File: src/rtl/imem_loader_pkg.sv
// Shared definitions for the instruction-memory loader: FSM encoding and the
// memory geometry defaults it shares with the instruction memory read side.
package imem_loader_pkg;

  localparam int ADDR_W_DEF      = 9;
  localparam int DEPTH_BYTES_DEF = 512;
  localparam int CNT_W_DEF       = 8;

  typedef logic [31:0] word_t;
  typedef logic [2:0]  state_t;

  localparam logic [2:0] ST_IDLE   = 3'd0;
  localparam logic [2:0] ST_ACCEPT = 3'd1;
  localparam logic [2:0] ST_WRITE  = 3'd2;
  localparam logic [2:0] ST_DONE   = 3'd3;
  localparam logic [2:0] ST_ERR    = 3'd4;

endpackage

File: src/rtl/imem_loader_if.sv
// Valid/ready stream of 32-bit instruction words feeding the loader.
interface imem_loader_if;
  import imem_loader_pkg::*;

  word_t word_in;
  logic  word_valid;
  logic  word_last;
  logic  word_ready;

  modport master (output word_in, output word_valid, output word_last, input word_ready);
  modport slave  (input word_in, input word_valid, input word_last, output word_ready);

endinterface

File: src/rtl/imem_loader.sv
// Boot loader: takes instruction words from a stream and writes them into the
// byte-addressed instruction memory big-endian, holding the CPU until done.
module imem_loader
  import imem_loader_pkg::*;
#(
  parameter int ADDR_W      = ADDR_W_DEF,
  parameter int DEPTH_BYTES = DEPTH_BYTES_DEF,
  parameter int CNT_W       = CNT_W_DEF
) (
  input  logic              clk,
  input  logic              reset,
  input  logic              start,
  imem_loader_if.slave      word_if,
  output logic              mem_we,
  output logic [ADDR_W-1:0] mem_addr,
  output logic [7:0]        mem_data,
  output logic              cpu_hold,
  output logic              busy,
  output logic              done,
  output logic              overflow,
  output logic [CNT_W-1:0]  word_count
);

  localparam logic [ADDR_W:0] DEPTH_EXT = (ADDR_W+1)'(DEPTH_BYTES);

  state_t            state;
  logic [ADDR_W-1:0] base;
  logic [1:0]        beat;
  word_t             word_q;
  logic              last_q;

  logic              handshake;
  logic [1:0]        beat_nx;
  logic [ADDR_W:0]   base_next_ext;
  logic              mem_full;
  logic [7:0]        lane_data;

  // Status outputs are pure state decodes; only the memory port is registered.
  assign word_if.word_ready = (state == ST_ACCEPT);
  assign busy               = (state == ST_ACCEPT) || (state == ST_WRITE);
  assign done               = (state == ST_DONE);
  assign overflow           = (state == ST_ERR);
  assign cpu_hold           = (state != ST_DONE);

  assign handshake     = word_if.word_valid & word_if.word_ready;
  assign beat_nx       = beat + 2'd1;
  // One extra bit so a base that lands exactly on DEPTH_BYTES is visible.
  assign base_next_ext = {1'b0, base} + (ADDR_W+1)'(4);
  assign mem_full      = (base_next_ext == DEPTH_EXT);

  // Byte lane for the next beat, MSB first.
  always_comb begin
    // NOTE: default assignment first, so a missing case arm cannot infer a latch.
    lane_data = word_q[31:24];
    case (beat_nx)
      2'd1:    lane_data = word_q[23:16];
      2'd2:    lane_data = word_q[15:8];
      2'd3:    lane_data = word_q[7:0];
      default: ;
    endcase
  end

  // NOTE: sequential state uses non-blocking assignments only; every register
  // here is a control/datapath flop, so all of them take the async reset.
  always_ff @(posedge clk or negedge reset) begin
    if (!reset) begin
      state      <= ST_IDLE;
      base       <= '0;
      beat       <= '0;
      word_q     <= '0;
      last_q     <= 1'b0;
      word_count <= '0;
      mem_we     <= 1'b0;
      mem_addr   <= '0;
      mem_data   <= '0;
    end else begin
      case (state)
        ST_IDLE, ST_DONE, ST_ERR: begin
          if (start) begin
            state      <= ST_ACCEPT;
            base       <= '0;
            word_count <= '0;
          end
        end

        ST_ACCEPT: begin
          // start is deliberately not looked at here: a concurrent handshake wins.
          if (handshake) begin
            word_q   <= word_if.word_in;
            last_q   <= word_if.word_last;
            beat     <= 2'd0;
            mem_we   <= 1'b1;
            mem_addr <= base;
            mem_data <= word_if.word_in[31:24];
            state    <= ST_WRITE;
          end
        end

        ST_WRITE: begin
          if (beat != 2'd3) begin
            beat     <= beat_nx;
            mem_addr <= base + ADDR_W'(beat_nx);
            mem_data <= lane_data;
          end else begin
            mem_we     <= 1'b0;
            word_count <= word_count + CNT_W'(1);
            base       <= mem_full ? '0 : base_next_ext[ADDR_W-1:0];
            // A last word that exactly fills memory is still a clean finish.
            if (last_q)        state <= ST_DONE;
            else if (mem_full) state <= ST_ERR;
            else               state <= ST_ACCEPT;
          end
        end

        default: state <= ST_IDLE;
      endcase
    end
  end

endmodule

File: src/flat_wrapper.sv
// flat-port wrapper written by rule: the top's interface ports become plain ports
module imem_loader_flat import imem_loader_pkg::*;
#(
  parameter int ADDR_W      = ADDR_W_DEF,
  parameter int DEPTH_BYTES = DEPTH_BYTES_DEF,
  parameter int CNT_W       = CNT_W_DEF
)
  (clk, reset, start, mem_we, mem_addr, mem_data, cpu_hold, busy, done, overflow, word_count, word_if_word_in, word_if_word_valid, word_if_word_last, word_if_word_ready);
  imem_loader_if word_if_i ();
  input  logic clk;
  input  logic reset;
  input  logic start;
  output logic mem_we;
  output logic [ADDR_W-1:0] mem_addr;
  output logic [7:0] mem_data;
  output logic cpu_hold;
  output logic busy;
  output logic done;
  output logic overflow;
  output logic [CNT_W-1:0] word_count;
  input wire logic [$bits(word_if_i.word_in)-1:0] word_if_word_in;
  input wire logic [$bits(word_if_i.word_valid)-1:0] word_if_word_valid;
  input wire logic [$bits(word_if_i.word_last)-1:0] word_if_word_last;
  output wire logic [$bits(word_if_i.word_ready)-1:0] word_if_word_ready;
  assign word_if_i.word_in = word_if_word_in;
  assign word_if_i.word_valid = word_if_word_valid;
  assign word_if_i.word_last = word_if_word_last;
  assign word_if_word_ready = word_if_i.word_ready;
  imem_loader #(.ADDR_W(ADDR_W), .DEPTH_BYTES(DEPTH_BYTES), .CNT_W(CNT_W)) u_core (.clk(clk), .reset(reset), .start(start), .word_if(word_if_i), .mem_we(mem_we), .mem_addr(mem_addr), .mem_data(mem_data), .cpu_hold(cpu_hold), .busy(busy), .done(done), .overflow(overflow), .word_count(word_count));
endmodule
File: config.mk
export PLATFORM = sky130hd
export DESIGN_NAME = imem_loader_flat
export DESIGN_NICKNAME = d
export VERILOG_FILES = /design/src/rtl/imem_loader_pkg.sv /design/src/rtl/imem_loader_if.sv /design/src/rtl/imem_loader.sv /design/src/flat_wrapper.sv
export SDC_FILE = /design/constraint.sdc
export NUM_CORES = 1
export LEC_CHECK = 0
export CORE_UTILIZATION = 57
export CTS_BUF_LIST = sky130_fd_sc_hd__clkbuf_2 sky130_fd_sc_hd__clkbuf_4 sky130_fd_sc_hd__clkbuf_8
export DETAILED_ROUTE_END_ITERATION = 10
export PLACE_DENSITY_LB_ADDON = 0.2
export SLEW_MARGIN = 20
export SYNTH_ARGS = -nofsm -noshare
export SYNTH_HDL_FRONTEND = slang
export SYNTH_SLANG_ARGS = --single-unit
File: constraint.sdc
create_clock -name clk -period 4.28 [get_ports clk]
set_input_delay 1.07 -clock clk [delete_from_list [all_inputs] [get_ports clk]]
set_output_delay 1.07 -clock clk [all_outputs]
set_load 0.01 [all_outputs]
# After elaboration in Yosys (flattened, before gate mapping)
# Cells that the tools add are included.
[op_classes] add_sub_neg=4 eq_ne=14 mux=26 bitwise_logic=1 reduce_logical=10
[op_table] operator="2-to-1 mux 9 bit" count=5
[op_table] operator="case mux 9 bit (2 select lines)" count=2
[op_table] operator="2-to-1 mux 8 bit" count=4
[op_table] operator="case mux 8 bit (2 select lines)" count=2
[op_table] operator="case mux 8 bit (3 select lines)" count=1
[op_table] operator="2-to-1 mux 3 bit" count=5
[op_table] operator="AND reduction 3 bit" count=4
[op_table] operator="adder 9 x 3 -> 10 bit, second input constant" count=1
[op_table] operator="== test 10 bit, second input constant" count=1
[op_table] operator="!= test 2 bit, second input constant" count=5
[op_table] operator="adder 9 x 2 -> 9 bit" count=1
[op_table] operator="case mux 3 bit (3 select lines)" count=1
[op_table] operator="adder 8 x 1 -> 8 bit, second input constant" count=1
[op_table] operator="== test 3 x 2 -> 1 bit, second input constant" count=2
[op_table] operator="== test 2 bit, second input constant" count=2
[op_table] operator="2-to-1 mux 2 bit" count=2
[op_table] operator="case mux 2 bit (2 select lines)" count=1
[op_table] operator="nonzero test 2 bit" count=2
[op_table] operator="== test 3 x 1 -> 1 bit, second input constant" count=1
[op_table] operator="== test 3 bit, second input constant" count=1
[op_table] operator="zero test 3 bit" count=1
[op_table] operator="!= test 3 x 2 -> 1 bit, second input constant" count=1
[op_table] operator="OR reduction 3 bit" count=1
[op_table] operator="adder 2 x 1 -> 2 bit, second input constant" count=1
[op_table] operator="other kinds (6)" count=7
[totals] regBits=73 in_bits=37 output_inout_bits=31 word_cells=64

# Logic depth before layout (Yosys ltp)
# Gate-level depths: netlist of the first run.
[logic_depth] ltp_word=6 mapped_depth=7 depth_no_buf=7

# Worst setup path before layout of the first run
# Ideal clock, no wire load.
[synth_path] kind="register -> output" start="reg u_core.state[2]" end="out busy" t_arrival_ns=1.278 required_time_ns=3.210 slack_ns=1.932 stages_incl_launch_ff=5 cell_sequence="dfrtp_1 > or3b_1 > clkbuf_1 > clkbuf_1 > o21ai_0"
[synth_via] elab_chain_len=2 word_cells_on_any_way=3 classes_between="2 x eq/ne; 1 x reduce/logical"
[synth_rtl] element="start: declaration" line="imem_loader.sv:26" source="state_t state;"
[synth_rtl] element="start signal: assignment" line="imem_loader.sv:67" source="state <= ST_IDLE;"
[synth_rtl] element="start signal: assignment" line="imem_loader.sv:80" source="state <= ST_ACCEPT;"
[synth_rtl] element="start signal: assignment" line="imem_loader.sv:95" source="state <= ST_WRITE;"
[synth_rtl] element="== test 3 x 1 -> 1 bit or == test 3 x 2 -> 1 bit (tied branches)" line="imem_loader.sv:40" source="assign busy = (state == ST_ACCEPT) || (state == ST_WRITE);"
[synth_rtl] element="logical OR 1 bit (*)" line="imem_loader.sv:40"
[synth_rtl] element="end: declaration" line="flat_wrapper.sv:17" source="output logic busy;"
# Every way passes the cells marked *; elsewhere a longest branch is shown, timed or not.

# Worst setup path after layout of the first run
[layout_path] start="reg u_core.state[1]" end="out busy"
# The elaborated chain is that of the path after synthesis.

==> flow_metrics.env, run 1 <==
export IMPL_required_ns=3.21
export IMPL_worst_r2r_path_depth=7
export IMPL_synth_edf_count=0
export IMPL_fillers=385
export IMPL_syn_to_final_growth_pct=28.3
export IMPL_postCtsSetupRepairBufs=0
export IMPL_dpl_cell_count=442
export IMPL_grt_pass1_vias=2502
export IMPL_tns_ns=0
export IMPL_final_hold_violation_count=0
export IMPL_multiInputGateArea_um2=1420
export IMPL_wl_met3_um=299
export IMPL_fin_skew_ns=0.00715
export IMPL_max_freq_mhz=286
export IMPL_worstPathArrival_ns=2.43
export IMPL_rows=27
export IMPL_cts_tree="yes"
export IMPL_hpwlAfterDp_mm=4.86
export IMPL_core_um2=5570
export IMPL_status="complete, no violations"
export IMPL_synth_avg_cell_area_um2=10.6
export IMPL_clk_pin_slew_ns=0.07
export IMPL_layout_area_seq_um2=1780
export IMPL_leakage_nw=1.81
export IMPL_worstHoldPathType="register to register"
export IMPL_overflow=0
export IMPL_routed_wirelength_mm=7.09
export IMPL_place_gp_congestion=0.840
export IMPL_die_y_um=78.6
export IMPL_grt_max_degree=52
export IMPL_start_util_pct=60.0
export IMPL_drive_gt1_share_pct=14.2
export IMPL_critical_path_startpoint_type="register"
export IMPL_via_per_inst=5.68
export IMPL_peakVddDrop_uv=358
export IMPL_clkSinkCount=71
export IMPL_drt_iter0_drc=204
export IMPL_ys_ff_latch=71
export IMPL_syn_nets=361
export IMPL_drc=0
export IMPL_finalNetCount=426
export IMPL_dieWidth_um=78.6
export IMPL_firstDrtPassIters=4
export IMPL_topRoutingLayerUsed="met4"
export IMPL_finalSetupViolCount=0
export IMPL_wl_met2_mm=3.39
export IMPL_h_tree_depth=3
export IMPL_power_density_nw_per_um2=676
export IMPL_yosysTopAreaCell="dfrtp_1"
export IMPL_die_area_um2=6180
export IMPL_num_vias=2601
export IMPL_synthTopCellsByArea="dfrtp_1 (53%), mux2_2 (8.4%), a21oi_1 (5.2%)"
export IMPL_grt_pass1_wl_mm=12.1
export IMPL_path_class="register to output pin"
export IMPL_syn_inst=316
export IMPL_synth_top_area_share_pct=53.1
export IMPL_yosys_most_used_dff="dfrtp_1"
export IMPL_synth_seq_area_share_pct=53.1
export IMPL_ios=68
export IMPL_rsz0062_at_grt="false"
export IMPL_yosysWarnings=0
export IMPL_end_kind="output pin"
export IMPL_final_min_clock_period_ns=3.50
export IMPL_portBuffers=67
export IMPL_post_cts_resize_count=0
export IMPL_antenna_left=0
export IMPL_relSlewSlack_pct=43.3
export IMPL_holdBufCountCts=0
export IMPL_synth_area_um2=3350
export IMPL_r2r_slack_ns=1.65
export IMPL_cts_buffer_depth=2
export IMPL_synthArstFlopShare_pct=100
export IMPL_grt_usage_pct=25.8
export IMPL_final_cells=458
export IMPL_antennaDiodeCount=0
export IMPL_synth_cell_types=44
export IMPL_met1_length_mm=3.30
export IMPL_power_mw=2.90
export IMPL_holdPathStages=1
export IMPL_drv_slew=0
export IMPL_cp_max_fo=25
export IMPL_cap_viol_max_count=0
export IMPL_avgRoutedWirePerCell_um=15.5
export IMPL_clk_latency_ns=0.34
export IMPL_cts_buffers=9
export IMPL_worstMarginPinSlew_ns=0.851
export IMPL_root_buffer="clkbuf_8"
export IMPL_min_period_over_period_pct=81.8
export IMPL_grt_antenna_before_repair=0
## per-stage QoR
stage	area [um^2]	worst slack [ns]	hold slack, ns	util (%)
2_1_floorplan	3350	1.93	0.458	-
3_3_place_gp	4060	1.19	0.470	72.9
3_5_place_dp	4060	1.15	0.479	72.9
4_1_cts	4290	0.778	0.494	77.0
5_1_grt	4290	0.673	0.516	77.0
6_report	4290	0.778	0.489	77.0
## cells in the final DEF, fill, tap and decap left out, types with 2 or more instances in the layout
cell	count
or3b_1	2
and3_1	3
nor3_1	3
xnor2_1	4
bufinv_16	2
clkdlybuf4s50_1	66
nand4_1	2
clkbuf_4	2
ha_1	8
a21oi_1	35
clkbuf_8	11
o21ai_0	21
mux2_1	3
xor2_1	4
nor2_1	25
o21bai_1	3
buf_4	6
nand2_1	20
a22oi_1	9
a221oi_1	8
or3_1	5
inv_1	17
nand3_1	4
mux2_2	25
nand2b_1	4
dfrtp_1	71
nor3b_1	2
## path summary, 6_finish.rpt
path / endpoint / from
min: u_core.mem_addr[7] / u_core.mem_addr[7]
max in group asynchronous: u_core.mem_data[0] / reset
min in group asynchronous: u_core.word_count[4] / reset
max: busy / u_core.state[1]
min reg2reg: u_core.mem_addr[7] / u_core.mem_addr[7]
max reg2reg: u_core.mem_data[5] / u_core.beat[0]
## critical path, cell delays in order (launching register included)
cell	delay [ns]
dfrtp_1	0.57
or3b_1	0.75
o21ai_0	0.21
clkdlybuf4s50_1	0.56
## final cells by class
type / count / area share (%)
inverters: 17 / 1.49
repair buffers: 73 / 16.6
clock buffers: 13 / 3.88
multi-input cells: 209 / 33.1
well taps: 72 / 2.10
flip-flops and latches: 71 / 41.4
clock inverters: 3 / 1.52
## per-layer routing
| layer | up-vias | GRT usage [%] |
|---|---|---|
| li1 | 1233 | - |
| met1 | 1283 | 37.6 |
| met2 | 73 | 39.0 |
| met3 | 12 | 4.07 |
| met4 | 0 | 9.63 |
| met5 | - | 0 |
## kinds of logic (layout without fill, tap and decap cells)
logic type	after synthesis	after routing	synth area share [%]
adders and majority gates	8	8	2.99
DFF	71	71	53.1
xor gates and xnor gates	8	8	2.09
muxes	28	28	9.42
other	1	1	0.112
buffers and inverters	36	106	4.52
and+or+nand+nor	81	81	12.6
AOI/OAI and AO/OA	83	83	15.2
## power breakdown
part | leakage [nW] | total [mW] | internal, mW | switching, mW
registers | 0.879 | 1.13 | 0.942 | 0.185
clock network | 0.120 | 0.617 | 0.373 | 0.244
logic | 0.813 | 1.16 | 0.571 | 0.588
total | 1.81 | 2.90 | 1.89 | 1.02
## registers in the layout, indices dropped and copies added, names as in the netlist
register and flops:
u_core.base 7, u_core.mem_data 8, u_core.state 3, u_core.mem_addr 9, u_core.last_q 1, u_core.beat 2
u_core.word_count 8, u_core.mem_we 1, u_core.word_q 32
## synthesized netlist by cell type (all sizes together), types with 2 or more instances
cell type,n
dfrtp,71
a21oi,36
mux2,28
nor2,26
o21ai,21
nand2,20
inv,17
buf,13
a22oi,9
a221oi,8
ha,8
clkbuf,6
or3,5
nand2b,4
nand3,4
nor3,4
xnor2,4
xor2,4
and3,3
nor3b,3
o21bai,3
and2,2
nand4,2
o31ai,2
or3b,2
No activity file was read; power rests on OpenSTA's default activity.
==> run 2: changes to the inputs <==
CORE_UTILIZATION = 48   (was 57)
clock period = 3 ns   (was 4.28 ns; I/O delays follow)
==> flow_metrics.env, run 2 (same netlist as run 1, synthesis figures left out) <==
export IMPL_overflow=0
export IMPL_num_vias=2592
export IMPL_finalSetupViolCount=0
export IMPL_drv_slew=0
export IMPL_final_min_clock_period_ns=2.74
export IMPL_rsz0062_at_grt="false"
export IMPL_grt_pass1_wl_mm=12.0
export IMPL_portBuffers=67
export IMPL_worst_slack_ns=0.260
export IMPL_firstDrtPassIters=4
export IMPL_leakage_nw=1.80
export IMPL_fin_skew_ns=0.00901
export IMPL_cap_viol_max_count=0
export IMPL_holdBufCountCts=0
export IMPL_worstHoldPathType="register to register"
export IMPL_required_ns=2.25
export IMPL_end_kind="output pin"
export IMPL_cp_max_fo=15
export IMPL_via_per_inst=5.51
export IMPL_rows=30
export IMPL_regMostFlops="u_core.word_q"
export IMPL_peakVddDrop_uv=497
export IMPL_fillers=572
export IMPL_die_y_um=85.5
export IMPL_layout_commonest_cell="dfrtp_1"
export IMPL_largest_reg_flops=32
export IMPL_clk_latency_ns=0.35
export IMPL_path_class="register to output pin"
export IMPL_die_area_um2=7310
export IMPL_antennaDiodeCount=0
export IMPL_worstMarginPinSlew_ns=0.918
export IMPL_critPathLaunch="u_core.state[1]"
export IMPL_cts_buffers=9
export IMPL_grt_max_degree=43
export IMPL_r2r_start="u_core.beat[0]"
export IMPL_pre_cts_ws_ns=0.619
export IMPL_syn_to_final_growth_pct=27.9
export IMPL_clk_pin_slew_ns=0.08
export IMPL_status="complete, no violations"
export IMPL_critical_path_startpoint_type="register"
export IMPL_final_cell_mix="dfrtp_1 (71), clkdlybuf4s50_1 (66), a21oi_1 (35)"
export IMPL_core_um2=6760
export IMPL_cts_buffer_depth=2
export IMPL_relSlewSlack_pct=38.8
export IMPL_drt_iter0_drc=146
export IMPL_tns_ns=0
export IMPL_min_period_over_period_pct=91.3
export IMPL_antenna_left=0
export IMPL_hpwlAfterDp_mm=5.03
export IMPL_routed_wirelength_mm=7.14
export IMPL_power_density_nw_per_um2=921
export IMPL_worstPathArrival_ns=1.99
export IMPL_dieWidth_um=85.5
export IMPL_avgRoutedWirePerCell_um=15.2
export IMPL_final_hold_violation_count=0
export IMPL_grt_pass1_vias=2419
export IMPL_postCtsSetupRepairBufs=0
export IMPL_max_freq_mhz=365
export IMPL_finalNetCount=430
export IMPL_grt_usage_pct=21.8
export IMPL_grt_antenna_before_repair=0
export IMPL_top_regs="u_core.word_q x32, u_core.mem_addr x9"
export IMPL_cts_tree="yes"
export IMPL_root_buffer="clkbuf_8"
export IMPL_clkSinkCount=71
export IMPL_drive_gt1_share_pct=15.1
export IMPL_ios=68
export IMPL_post_cts_resize_count=0
export IMPL_drc=0
export IMPL_hp_start="u_core.mem_addr[7]"
export IMPL_place_gp_congestion=0.793
export IMPL_h_tree_depth=3
export IMPL_start_util_pct=49.5
==> run 2: critical path, stage by stage, from the launching register on <==
cell	delay, ns
dfrtp_1	0.58
or3b_1	0.42
o21ai_0	0.09
clkdlybuf4s50_1	0.56
==> run 2: layout make-up <==
class	count	area [um^2]	area share (%)
multi-input combinational	209	1430	33.3
sequential	71	1780	41.5
clock inverter	7	47.5	1.11
tap	80	100	2.34
inverter	17	63.8	1.49
timing repair buffer	77	741	17.3
clock buffer	9	124	2.90
==> run 2: metal layers <==
| metal | global-route usage, % | wire [um] | vias to the layer above |
|---|---|---|---|
| li1 | - | - | 1250 |
| met1 | 31.3 | 3360 | 1262 |
| met5 | 0 | 0 | - |
| met4 | 6.82 | 91 | 0 |
| met3 | 7.10 | 362 | 8 |
| met2 | 31.4 | 3320 | 72 |
==> run 2: report_power, final <==
| part | internal, mW | total (mW) | switching (mW) | leakage [nW] |
|---|---|---|---|---|
| Combinational | 0.828 | 1.67 | 0.839 | 0.832 |
| Sequential | 1.34 | 1.60 | 0.255 | 0.879 |
| Clock | 0.299 | 0.674 | 0.375 | 0.0854 |
==> run 2: worst paths after layout <==
kind	depth (start not counted)	slack [ns]	endpoint
min	1	0.49	u_core.mem_addr[7]
max	3	0.26	busy
min reg2reg	1	0.49	u_core.mem_addr[7]
min in group asynchronous	1	0.53	u_core.word_count[3]
max reg2reg	6	1.05	u_core.mem_data[0]
max in group asynchronous	2	1.71	u_core.word_q[8]
==> run 2: per-stage QoR <==
step	power (mW)	util (%)	hold slack, ns	area, um^2	instances
2_1_floorplan	2.64	-	0.454	3350	316
3_3_place_gp	3.23	60.8	0.468	4110	454
3_5_place_dp	3.28	60.8	0.476	4110	454
4_1_cts	3.97	63.3	0.496	4280	470
5_1_grt	4.25	63.3	0.513	4280	470
6_report	3.94	63.3	0.492	4280	470
